### config.mk
export PLATFORM = sky130hd
export DESIGN_NAME = sys_clock_monitor
export DESIGN_NICKNAME = d
export VERILOG_FILES = /design/src/rtl/sys_clock_monitor.sv
export SDC_FILE = /design/constraint.sdc
export NUM_CORES = 1
export LEC_CHECK = 0
export ABC_CLOCK_PERIOD_IN_PS = 4000
export CAP_MARGIN = 20
export CORE_MARGIN = 2
export CORE_UTILIZATION = 35
export CTS_CLUSTER_SIZE = 20
export DETAILED_ROUTE_END_ITERATION = 16
export DONT_BUFFER_PORTS = 1
export PLACE_DENSITY_LB_ADDON = 0.1
export SLEW_MARGIN = 10
export SYNTH_ARGS = -nofsm -noshare
export SYNTH_HDL_FRONTEND = slang
export SYNTH_SLANG_ARGS = --single-unit
### constraint.sdc
create_clock -name ext_clk -period 4 [get_ports ext_clk]
set_input_delay 0.4 -clock ext_clk [delete_from_list [all_inputs] [get_ports ext_clk]]
set_output_delay 0.4 -clock ext_clk [all_outputs]
set_load 0.02 [all_outputs]
### src/rtl/sys_clock_monitor.sv
// sys_clock_monitor: frequency checker for the generated system clocks.
// It synchronises one asynchronous toggle per monitored clock into ext_clk. It then
// counts both edges of each toggle over a gate window of GATE_CYCLES ext_clk cycles.
// After each window it publishes the counts and an in-band verdict per clock, and
// keeps a sticky fault flag for any clock that left its [min, max] band.
//
// Ports:
//   ext_clk    reference clock, all logic runs here
//   rst_n      asynchronous active-low reset
//   en         level-sensitive measurement enable
//   clk_tgl    per-clock toggle inputs, asynchronous to ext_clk
//   exp_min    per-clock inclusive lower bound, slice i = [i*CNT_W +: CNT_W]
//   exp_max    per-clock inclusive upper bound, same slicing
//   fault_clr  single-cycle clear of clk_fault; a same-cycle set wins
//   freq_cnt   edge counts of the last completed window
//   cnt_valid  one-cycle pulse when freq_cnt / clk_ok update
//   clk_ok     per-clock in-band result of the last window
//   clk_fault  per-clock sticky out-of-band flag
//   busy       high while settling or counting
module sys_clock_monitor #(
  parameter int unsigned CLK_NUM     = 7,
  parameter int unsigned GATE_CYCLES = 100000,
  parameter int unsigned CNT_W       = 20,
  parameter int unsigned SYNC_STAGES = 2
) (
  input  logic                     ext_clk,
  input  logic                     rst_n,
  input  logic                     en,
  input  logic [CLK_NUM-1:0]       clk_tgl,
  input  logic [CLK_NUM*CNT_W-1:0] exp_min,
  input  logic [CLK_NUM*CNT_W-1:0] exp_max,
  input  logic                     fault_clr,
  output logic [CLK_NUM*CNT_W-1:0] freq_cnt,
  output logic                     cnt_valid,
  output logic [CLK_NUM-1:0]       clk_ok,
  output logic [CLK_NUM-1:0]       clk_fault,
  output logic                     busy
);

  localparam int unsigned WIN_W = (GATE_CYCLES > 1) ? $clog2(GATE_CYCLES) : 1;
  localparam int unsigned SET_W = $clog2(SYNC_STAGES + 1);

  localparam logic [WIN_W-1:0] WIN_LAST = WIN_W'(GATE_CYCLES - 1);
  localparam logic [SET_W-1:0] SET_LAST = SET_W'(SYNC_STAGES);
  localparam logic [CNT_W-1:0] CNT_MAX  = '1;

  typedef enum logic [1:0] {
    ST_IDLE   = 2'd0,
    ST_SETTLE = 2'd1,
    ST_COUNT  = 2'd2
  } state_e;

  state_e state_q, state_d;

  // Synchroniser chains and edge-detect history
  logic [CLK_NUM-1:0][SYNC_STAGES-1:0] sync_q;
  logic [CLK_NUM-1:0]                  prev_q;
  logic [CLK_NUM-1:0]                  sync_out_c;
  logic [CLK_NUM-1:0]                  edge_c;

  // Measurement datapath
  logic [SET_W-1:0]              settle_q, settle_d;
  logic [WIN_W-1:0]              win_q, win_d;
  logic [CLK_NUM-1:0][CNT_W-1:0] edge_cnt_q, edge_cnt_d;
  logic [CLK_NUM-1:0][CNT_W-1:0] sum_c;
  logic [CLK_NUM-1:0]            in_band_c;
  logic [CLK_NUM-1:0][CNT_W-1:0] exp_min_c, exp_max_c;

  // Output registers
  logic [CLK_NUM-1:0][CNT_W-1:0] freq_q, freq_d;
  logic [CLK_NUM-1:0]            ok_q, ok_d;
  logic [CLK_NUM-1:0]            fault_q, fault_d;
  logic                          valid_q, valid_d;
  logic                          busy_q, busy_d;

  assign exp_min_c = exp_min;
  assign exp_max_c = exp_max;

  // Per-clock sync tap, saturating next count and band check
  for (genvar g = 0; g < CLK_NUM; g++) begin : g_ch
    assign sync_out_c[g] = sync_q[g][SYNC_STAGES-1];
    assign sum_c[g]      = (edge_c[g] && (edge_cnt_q[g] != CNT_MAX))
                         ? edge_cnt_q[g] + CNT_W'(1) : edge_cnt_q[g];
    assign in_band_c[g]  = (sum_c[g] >= exp_min_c[g]) && (sum_c[g] <= exp_max_c[g]);
  end

  // Both toggle directions are edges
  assign edge_c = sync_out_c ^ prev_q;

  // Synchronisers run in every state so history is current when counting starts
  always_ff @(posedge ext_clk or negedge rst_n) begin
    if (!rst_n) begin
      sync_q <= '0;
      prev_q <= '0;
    end else begin
      for (int i = 0; i < CLK_NUM; i++) begin
        sync_q[i] <= {sync_q[i][SYNC_STAGES-2:0], clk_tgl[i]};
      end
      prev_q <= sync_out_c;
    end
  end

  // FSM state register
  always_ff @(posedge ext_clk or negedge rst_n) begin
    if (!rst_n) begin
      state_q <= ST_IDLE;
    end else begin
      state_q <= state_d;
    end
  end

  // FSM next state; dropping en aborts from any active state
  always_comb begin
    state_d = state_q;
    case (state_q)
      ST_IDLE: begin
        if (en) state_d = ST_SETTLE;
      end
      ST_SETTLE: begin
        if (!en)                       state_d = ST_IDLE;
        else if (settle_q == SET_LAST) state_d = ST_COUNT;
      end
      ST_COUNT: begin
        if (!en) state_d = ST_IDLE;
      end
      default: state_d = ST_IDLE;
    endcase
  end

  // FSM outputs and datapath next values
  always_comb begin
    settle_d   = settle_q;
    win_d      = win_q;
    edge_cnt_d = edge_cnt_q;
    freq_d     = freq_q;
    ok_d       = ok_q;
    fault_d    = fault_q;
    valid_d    = 1'b0;
    busy_d     = (state_d != ST_IDLE);

    // Clear first so a set from a closing window below takes priority
    if (fault_clr) fault_d = '0;

    case (state_q)
      ST_IDLE: begin
        settle_d   = '0;
        win_d      = '0;
        edge_cnt_d = '0;
      end
      ST_SETTLE: begin
        settle_d   = settle_q + SET_W'(1);
        win_d      = '0;
        edge_cnt_d = '0;
      end
      ST_COUNT: begin
        if (!en) begin
          win_d      = '0;
          edge_cnt_d = '0;
        end else if (win_q == WIN_LAST) begin
          // Last-cycle edge belongs to the closing window; next window starts at once
          win_d      = '0;
          edge_cnt_d = '0;
          freq_d     = sum_c;
          ok_d       = in_band_c;
          fault_d    = fault_d | ~in_band_c;
          valid_d    = 1'b1;
        end else begin
          win_d      = win_q + WIN_W'(1);
          edge_cnt_d = sum_c;
        end
      end
      default: begin
        settle_d   = '0;
        win_d      = '0;
        edge_cnt_d = '0;
      end
    endcase
  end

  // Datapath and output registers
  always_ff @(posedge ext_clk or negedge rst_n) begin
    if (!rst_n) begin
      settle_q   <= '0;
      win_q      <= '0;
      edge_cnt_q <= '0;
      freq_q     <= '0;
      ok_q       <= '0;
      fault_q    <= '0;
      valid_q    <= 1'b0;
      busy_q     <= 1'b0;
    end else begin
      settle_q   <= settle_d;
      win_q      <= win_d;
      edge_cnt_q <= edge_cnt_d;
      freq_q     <= freq_d;
      ok_q       <= ok_d;
      fault_q    <= fault_d;
      valid_q    <= valid_d;
      busy_q     <= busy_d;
    end
  end

  assign freq_cnt  = freq_q;
  assign clk_ok    = ok_q;
  assign clk_fault = fault_q;
  assign cnt_valid = valid_q;
  assign busy      = busy_q;

endmodule

==> results.sh, run 1 <==
export IMPL_ff2ff_setup_slack_ns=0.26
export IMPL_ys_seq_area_share_pct=39.0
export IMPL_finalWirelength_um=65000
export IMPL_hold_viol_final=338
export IMPL_mostFrequentLayoutCell="inv_1"
export IMPL_synth_area_mux_share_pct=0.901
export IMPL_avgSynthCellArea_um2=8.70
export IMPL_drcViolationCount=0
export IMPL_finalSetupViolCount=0
export IMPL_synth_xor_area_share_pct=5.13
export IMPL_io_pins=447
export IMPL_cp_required_ns=4.47
export IMPL_synth_flop_cell="dfrtp_1"
export IMPL_ant_nets=0
export IMPL_antenna_found_initial=3
export IMPL_route_vias_total=17329
export IMPL_grt_max_degree=339
export IMPL_slowest_delay_ns=0.57
export IMPL_cts_max_path_buffers=3
export IMPL_cts_setup_buffers=0
export IMPL_htreeDepth=2
export IMPL_start_util_pct=35.3
export IMPL_grt_usage_pct=20.2
export IMPL_min_period_over_period_pct=93.4
export IMPL_crit_type="reg2reg"
export IMPL_rsz0062_at_grt="no"
export IMPL_async_reset_ff_share_pct=100
export IMPL_io_buffers=0
export IMPL_grt_pass1_vias=17719
export IMPL_worst_hold_path_type="in2async"
export IMPL_gr_total_overflow=0
export IMPL_power_density_mw_per_mm2=329
export IMPL_num_rows=91
export IMPL_ys_ff_latch=338
export IMPL_synthAdderAreaFrac_pct=16.7
export IMPL_core_area_mm2=0.0615
export IMPL_arrival_ns=4.21
export IMPL_crit_fanout=10
export IMPL_violations="negative hold slack, max-slew violations"
export IMPL_dp_hpwl_um=50600
export IMPL_synth_top_cell_area_share_pct=39.0
export IMPL_worstSkewPairLatency_ns=0.58
export IMPL_cts_buffers_inserted=45
export IMPL_final_util_pct=40.2
export IMPL_slew_viol_final=32
export IMPL_layout_common_cells="inv_1, dfrtp_1, ha_1"
export IMPL_synth_area_leader_cell="dfrtp_1"
export IMPL_synth_compound_area_share_pct=12.0
export IMPL_gp_congestion=0.899
export IMPL_die_area_mm2=0.0639
export IMPL_dp_cells=3299
export IMPL_synth_top_family_by_area="simple AND/OR/NAND/NOR gates"
export IMPL_cts_hold_buf=9
export IMPL_slowest_stage="nor4_1"
export IMPL_die_h_um=253
export IMPL_fp_dieW_um=253
export IMPL_cp_end_kind="flip-flop"
export IMPL_nNetsFinal=3145
export IMPL_fin_crit_ns=3.74
export IMPL_cts_tree="built"
export IMPL_clk_pin_slew_ns=0.06
export IMPL_syn_inst=2492
export IMPL_fin_skew_ns=0.0422
export IMPL_drv_cap=0
export IMPL_vias_per_cell=5.11
export IMPL_status="finished with violations"
export IMPL_synth_edf_count=0
export IMPL_ys_top_cells_by_area="dfrtp_1, ha_1, inv_1"
export IMPL_fill_cells=6302
export IMPL_root_buffer="clkbuf_16"
export IMPL_detail_route_iter0_violations=845
export IMPL_cp_cell_sequence="nand4_1 > nor4_1 > a31oi_4 > nand4_1 > xor2_1 > inv_1 > ha_1 > nand2_1 > or3_1 > a2111oi_0 > nor4_1 > o21a_1"
export IMPL_ys_warn_count=0
export IMPL_whs_ns=-0.455
export IMPL_tightest_slew_ns=1.52
export IMPL_relSlewSlack_pct=-1.23
export IMPL_synthesis_nets=3072
export IMPL_drt_first_pass_iters=5
export IMPL_yosysUniqueCellTypes=73
export IMPL_synth_cell_area_mm2=0.0217
export IMPL_ir_worst_vdd_mv=0.307
export IMPL_final_cells=3388
export IMPL_yosys_area_share_simple_pct=18.0
export IMPL_grt_pass1_wl_um=101000
export IMPL_clock_fmax_mhz=268
export IMPL_drive_gt1_share_pct=6.78
export IMPL_finalSetupTns_ns=0
export IMPL_syn2layout_area_growth_pct=13.9
export IMPL_wl_per_cell_um=19.2
export IMPL_cts_sinks=338
export IMPL_p_leak_nw=13.1
export IMPL_worst_setup_path_start_kind="flip-flop"
state kept, by name, indices dropped and copies added, names as in the netlist:
register and cells:
win_q 17, prev_q 7, sync_out_c 7, cnt_valid 1, clk_ok 7, settle_q 2
state_q 2, sync_q 7, busy 1, clk_fault 7, edge_cnt_q 140, freq_cnt 140
synthesized netlist by cell type, types with 15 or more instances:
library cell  number
a211oi_1          15
a21o_1            19
a21oi_1          115
and2_1            16
and3_1            29
and4_1            27
clkbuf_1          31
dfrtp_1          338
ha_1             289
inv_1            420
mux2i_1           15
nand2_1          252
nand2b_1          15
nand3_1           84
nand4_1           82
nor2_1           214
nor3_1            25
nor4_1            22
o21a_1            18
o21ai_0          176
xnor2_1           58
xor2_1            69
layer usage:
layer | vias up | track usage (%) | routed length, um
li1 | 8597 | - | -
met1 | 8279 | 26.6 | 29600
met2 | 360 | 33.3 | 30300
met3 | 91 | 4.33 | 3410
met4 | 2 | 5.85 | 1650
met5 | - | 0 | 11
final timing paths:
path,cells past startpoint,end,startpoint
max,12,clk_ok[4]$_DFFE_PN0P_,edge_cnt_q[90]$_DFF_PN0_
max in group asynchronous,0,edge_cnt_q[62]$_DFF_PN0_,rst_n
min reg2reg,0,sync_out_c[4]$_DFF_PN0_,sync_q[8]$_DFF_PN0_
min in group ext_clk,2,win_q[2]$_DFF_PN0_,en
max reg2reg,12,clk_ok[4]$_DFFE_PN0P_,edge_cnt_q[90]$_DFF_PN0_
min,0,sync_q[12]$_DFF_PN0_,rst_n
kinds of logic (layout without fill, tap and decap cells):
kind of cell,Yosys count,after routing
multiplexers,19,19
AND/OR/NAND/NOR,812,812
adder cells (fa/ha/maj),289,289
flip-flops,338,338
buffers and inverters,473,578
other,0,1
AO/OA/AOI/OAI,434,434
XOR/XNOR,127,127
cell type report:
type	instances	area [um2]	share of cell area [%]
well taps	790	988	4.00
clock inverters	22	297	1.20
multi-input cells	1681	11500	46.5
repair buffers	78	621	2.51
inverters	421	1580	6.40
flip-flops and latches	338	8460	34.3
clock buffers	57	1260	5.11
diodes	1	2.50	0.0101
worst max-delay path, delay by kind of cell (launching register included):
| kind | cells | cell delay (ns) |
|---|---|---|
| AND/OR/NAND/NOR | 6 | 1.50 |
| AO/OA/AOI/OAI | 3 | 0.95 |
| flip-flops | 1 | 0.40 |
| XOR/XNOR | 1 | 0.34 |
| adder cells (fa/ha/maj) | 1 | 0.32 |
| buffers and inverters | 1 | 0.13 |
power breakdown:
part	leakage (nW)	internal, mW	switching [mW]
sequential	4.67	3.45	0.0223
combinational	7.70	0.168	0.253
clock	0.754	2.57	1.67
total	13.1	6.19	1.95
per-stage QoR:
step / worst slack [ns] / cell area, um2 / total power [mW] / hold slack (ns)
6_report: 0.264 / 24700 / 8.13 / -0.455
2_1_floorplan: 0.675 / 21700 / 3.81 / 0.104
4_1_cts: 0.196 / 24600 / 8.27 / -0.513
5_1_grt: 0.0300 / 24700 / 8.47 / -0.490
3_3_place_gp: 0.307 / 23000 / 3.93 / 0.114
3_5_place_dp: 0.247 / 23000 / 3.94 / 0.113
what timing repair did:
item                                    CTS  global route
endpoints found under the setup margin    0             7
endpoints found under the hold margin   349           338
resized for setup                         0            11
Power figures use the tool's default switching activity.
==> run 2: changes to the inputs <==
- CORE_UTILIZATION: 35 -> 30
==> run 2 against run 1 <==
Against the previous run:
- the flow still finishes with violations (negative hold slack, max-slew violations)
- largest power group unchanged
- highest routed layer unchanged
- clock skew decreased by 0.023 ns
- first-iteration DRC count decreased by 17%
- worst hold slack got worse by 0.024 ns
==> results.sh, run 2 (synthesized netlist as in run 1, its figures left out) <==
export IMPL_start_util_pct=30.3
export IMPL_drt_first_pass_iters=5
export IMPL_ir_worst_vdd_mv=0.358
export IMPL_crit_fanout=7
export IMPL_cts_sinks=338
export IMPL_cts_tree="built"
export IMPL_htreeDepth=2
export IMPL_core_area_mm2=0.0715
export IMPL_gp_congestion=0.891
export IMPL_power_density_mw_per_mm2=326
export IMPL_antenna_found_initial=7
export IMPL_power_frac_clock_pct=52.1
export IMPL_nNetsFinal=3148
export IMPL_cts_buffers_inserted=46
export IMPL_setup_ws_ns=0.288
export IMPL_vias_per_cell=4.88
export IMPL_arrival_ns=4.19
export IMPL_layout_common_cells="inv_1, dfrtp_1, ha_1"
export IMPL_slowest_delay_ns=0.53
export IMPL_sw_frac_of_total_pct=24.3
export IMPL_root_buffer="clkbuf_16"
export IMPL_grt_usage_pct=18.1
export IMPL_io_pins=447
export IMPL_fp_dieW_um=273
export IMPL_drive_gt1_share_pct=6.91
export IMPL_comb_power_share_pct=5.2
export IMPL_critPathBufInv=1
export IMPL_fin_crit_ns=3.71
export IMPL_relSlewSlack_pct=-26.4
export IMPL_finalSetupViolCount=0
export IMPL_seqPwrFrac_pct=42.7
export IMPL_slew_viol_final=177
export IMPL_wl_per_cell_um=19.2
export IMPL_status="finished with violations"
export IMPL_hold_viol_final=338
export IMPL_violations="negative hold slack, max-slew violations"
export IMPL_multi_input_area_mm2=0.0115
export IMPL_gr_total_overflow=0
export IMPL_cp_required_ns=4.48
export IMPL_crit_family="compound AO/OA/AOI/OAI gates"
export IMPL_detail_route_iter0_violations=704
export IMPL_finalSetupTns_ns=0
export IMPL_drv_cap=0
export IMPL_slowest_stage="or4_4"
export IMPL_p_leak_nw=13.1
export IMPL_crit_type="reg2reg"
export IMPL_grt_pass1_wl_um=105000
export IMPL_fill_cells=7416
export IMPL_drcViolationCount=0
export IMPL_whs_ns=-0.479
export IMPL_route_vias_total=17354
export IMPL_syn2layout_area_growth_pct=15.0
export IMPL_cp_end_kind="flip-flop"
export IMPL_p_int_mw=6.14
export IMPL_cts_setup_buffers=0
export IMPL_mostFrequentLayoutCell="inv_1"
export IMPL_rsz0062_at_grt="no"
export IMPL_tightest_slew_ns=1.90
export IMPL_clock_fmax_mhz=269
export IMPL_final_util_pct=34.9
export IMPL_switchingPower_mw=1.98
export IMPL_ant_nets=0
export IMPL_die_h_um=273
export IMPL_dp_hpwl_um=53200
export IMPL_worst_hold_path_type="in2async"
export IMPL_finalWirelength_um=68300
export IMPL_io_buffers=0
export IMPL_dpl_worst_slack_ns=0.183
export IMPL_worstSkewPairLatency_ns=0.59
export IMPL_die_area_mm2=0.0744
export IMPL_clk_pin_slew_ns=0.06
export IMPL_cts_max_path_buffers=3
export IMPL_fin_skew_ns=0.0197
export IMPL_min_period_over_period_pct=92.8
export IMPL_worst_setup_path_start_kind="flip-flop"
export IMPL_grt_pass1_vias=18120
export IMPL_cts_hold_buf=9
export IMPL_num_rows=98
export IMPL_grt_max_degree=339
export IMPL_cp_cell_sequence="nand4_2 > or4_4 > o31a_1 > xnor2_1 > ha_1 > nand2b_1 > a2111oi_0 > a2111oi_1 > buf_4 > a211oi_1 > o21ai_0 > o211a_1"
export IMPL_seqCellArea_mm2=0.00846
[run 2: power groups by stage]
stage | combinational, mW | sequential, mW | clock, mW
2_1_floorplan | 0.289 | 3.53 | 0
3_3_place_gp | 0.406 | 3.53 | 0
3_5_place_dp | 0.419 | 3.53 | 0
4_1_cts | 0.431 | 3.47 | 4.40
5_1_grt | 0.488 | 3.47 | 4.53
6_report | 0.423 | 3.47 | 4.23
[run 2: area by class of cell]
type,instances,area share (%)
tap,950,4.77
multi-input combinational,1681,46.1
inverter,421,6.34
antenna,4,0.0401
clock buffer,62,5.14
clock inverter,22,1.07
sequential,338,33.9
timing repair buffer,80,2.65
[run 2: worst paths after layout]
kind / depth (start not counted) / slack (ns) / start / end
setup / recovery: 12 / 0.29 / edge_cnt_q[105]$_DFF_PN0_ / clk_ok[5]$_DFFE_PN0P_
max in group asynchronous: 0 / 2.96 / rst_n / edge_cnt_q[28]$_DFF_PN0_
min in group ext_clk: 3 / 0.19 / en / win_q[2]$_DFF_PN0_
hold / removal: 0 / -0.48 / rst_n / sync_q[12]$_DFF_PN0_
hold reg to reg: 0 / 0.35 / sync_q[2]$_DFF_PN0_ / sync_out_c[1]$_DFF_PN0_
setup reg to reg: 12 / 0.29 / edge_cnt_q[105]$_DFF_PN0_ / clk_ok[5]$_DFFE_PN0P_
[run 2: through the flow]
step	instances	hold WS [ns]	instance area, um2	power, mW
2_1_floorplan	2492	0.104	21700	3.81
3_3_place_gp	3461	0.113	23200	3.94
3_5_place_dp	3461	0.113	23200	3.95
4_1_cts	3554	-0.525	24900	8.30
5_1_grt	3555	-0.520	24900	8.49
6_report	3558	-0.479	24900	8.12
[run 2: metal layers]
layer,up-vias,share of wire [%],GRT usage [%]
li1,8606,-,-
met1,8284,44,23.1
met2,369,47,30.3
met3,89,6.1,4.56
met4,6,2.4,4.87
met5,-,0.059,0
[run 2: repair_timing]
item / CTS / global route
setup endpoints to repair: 0 / 9
hold endpoints to repair: 349 / 338
gates resized for setup: 0 / 12
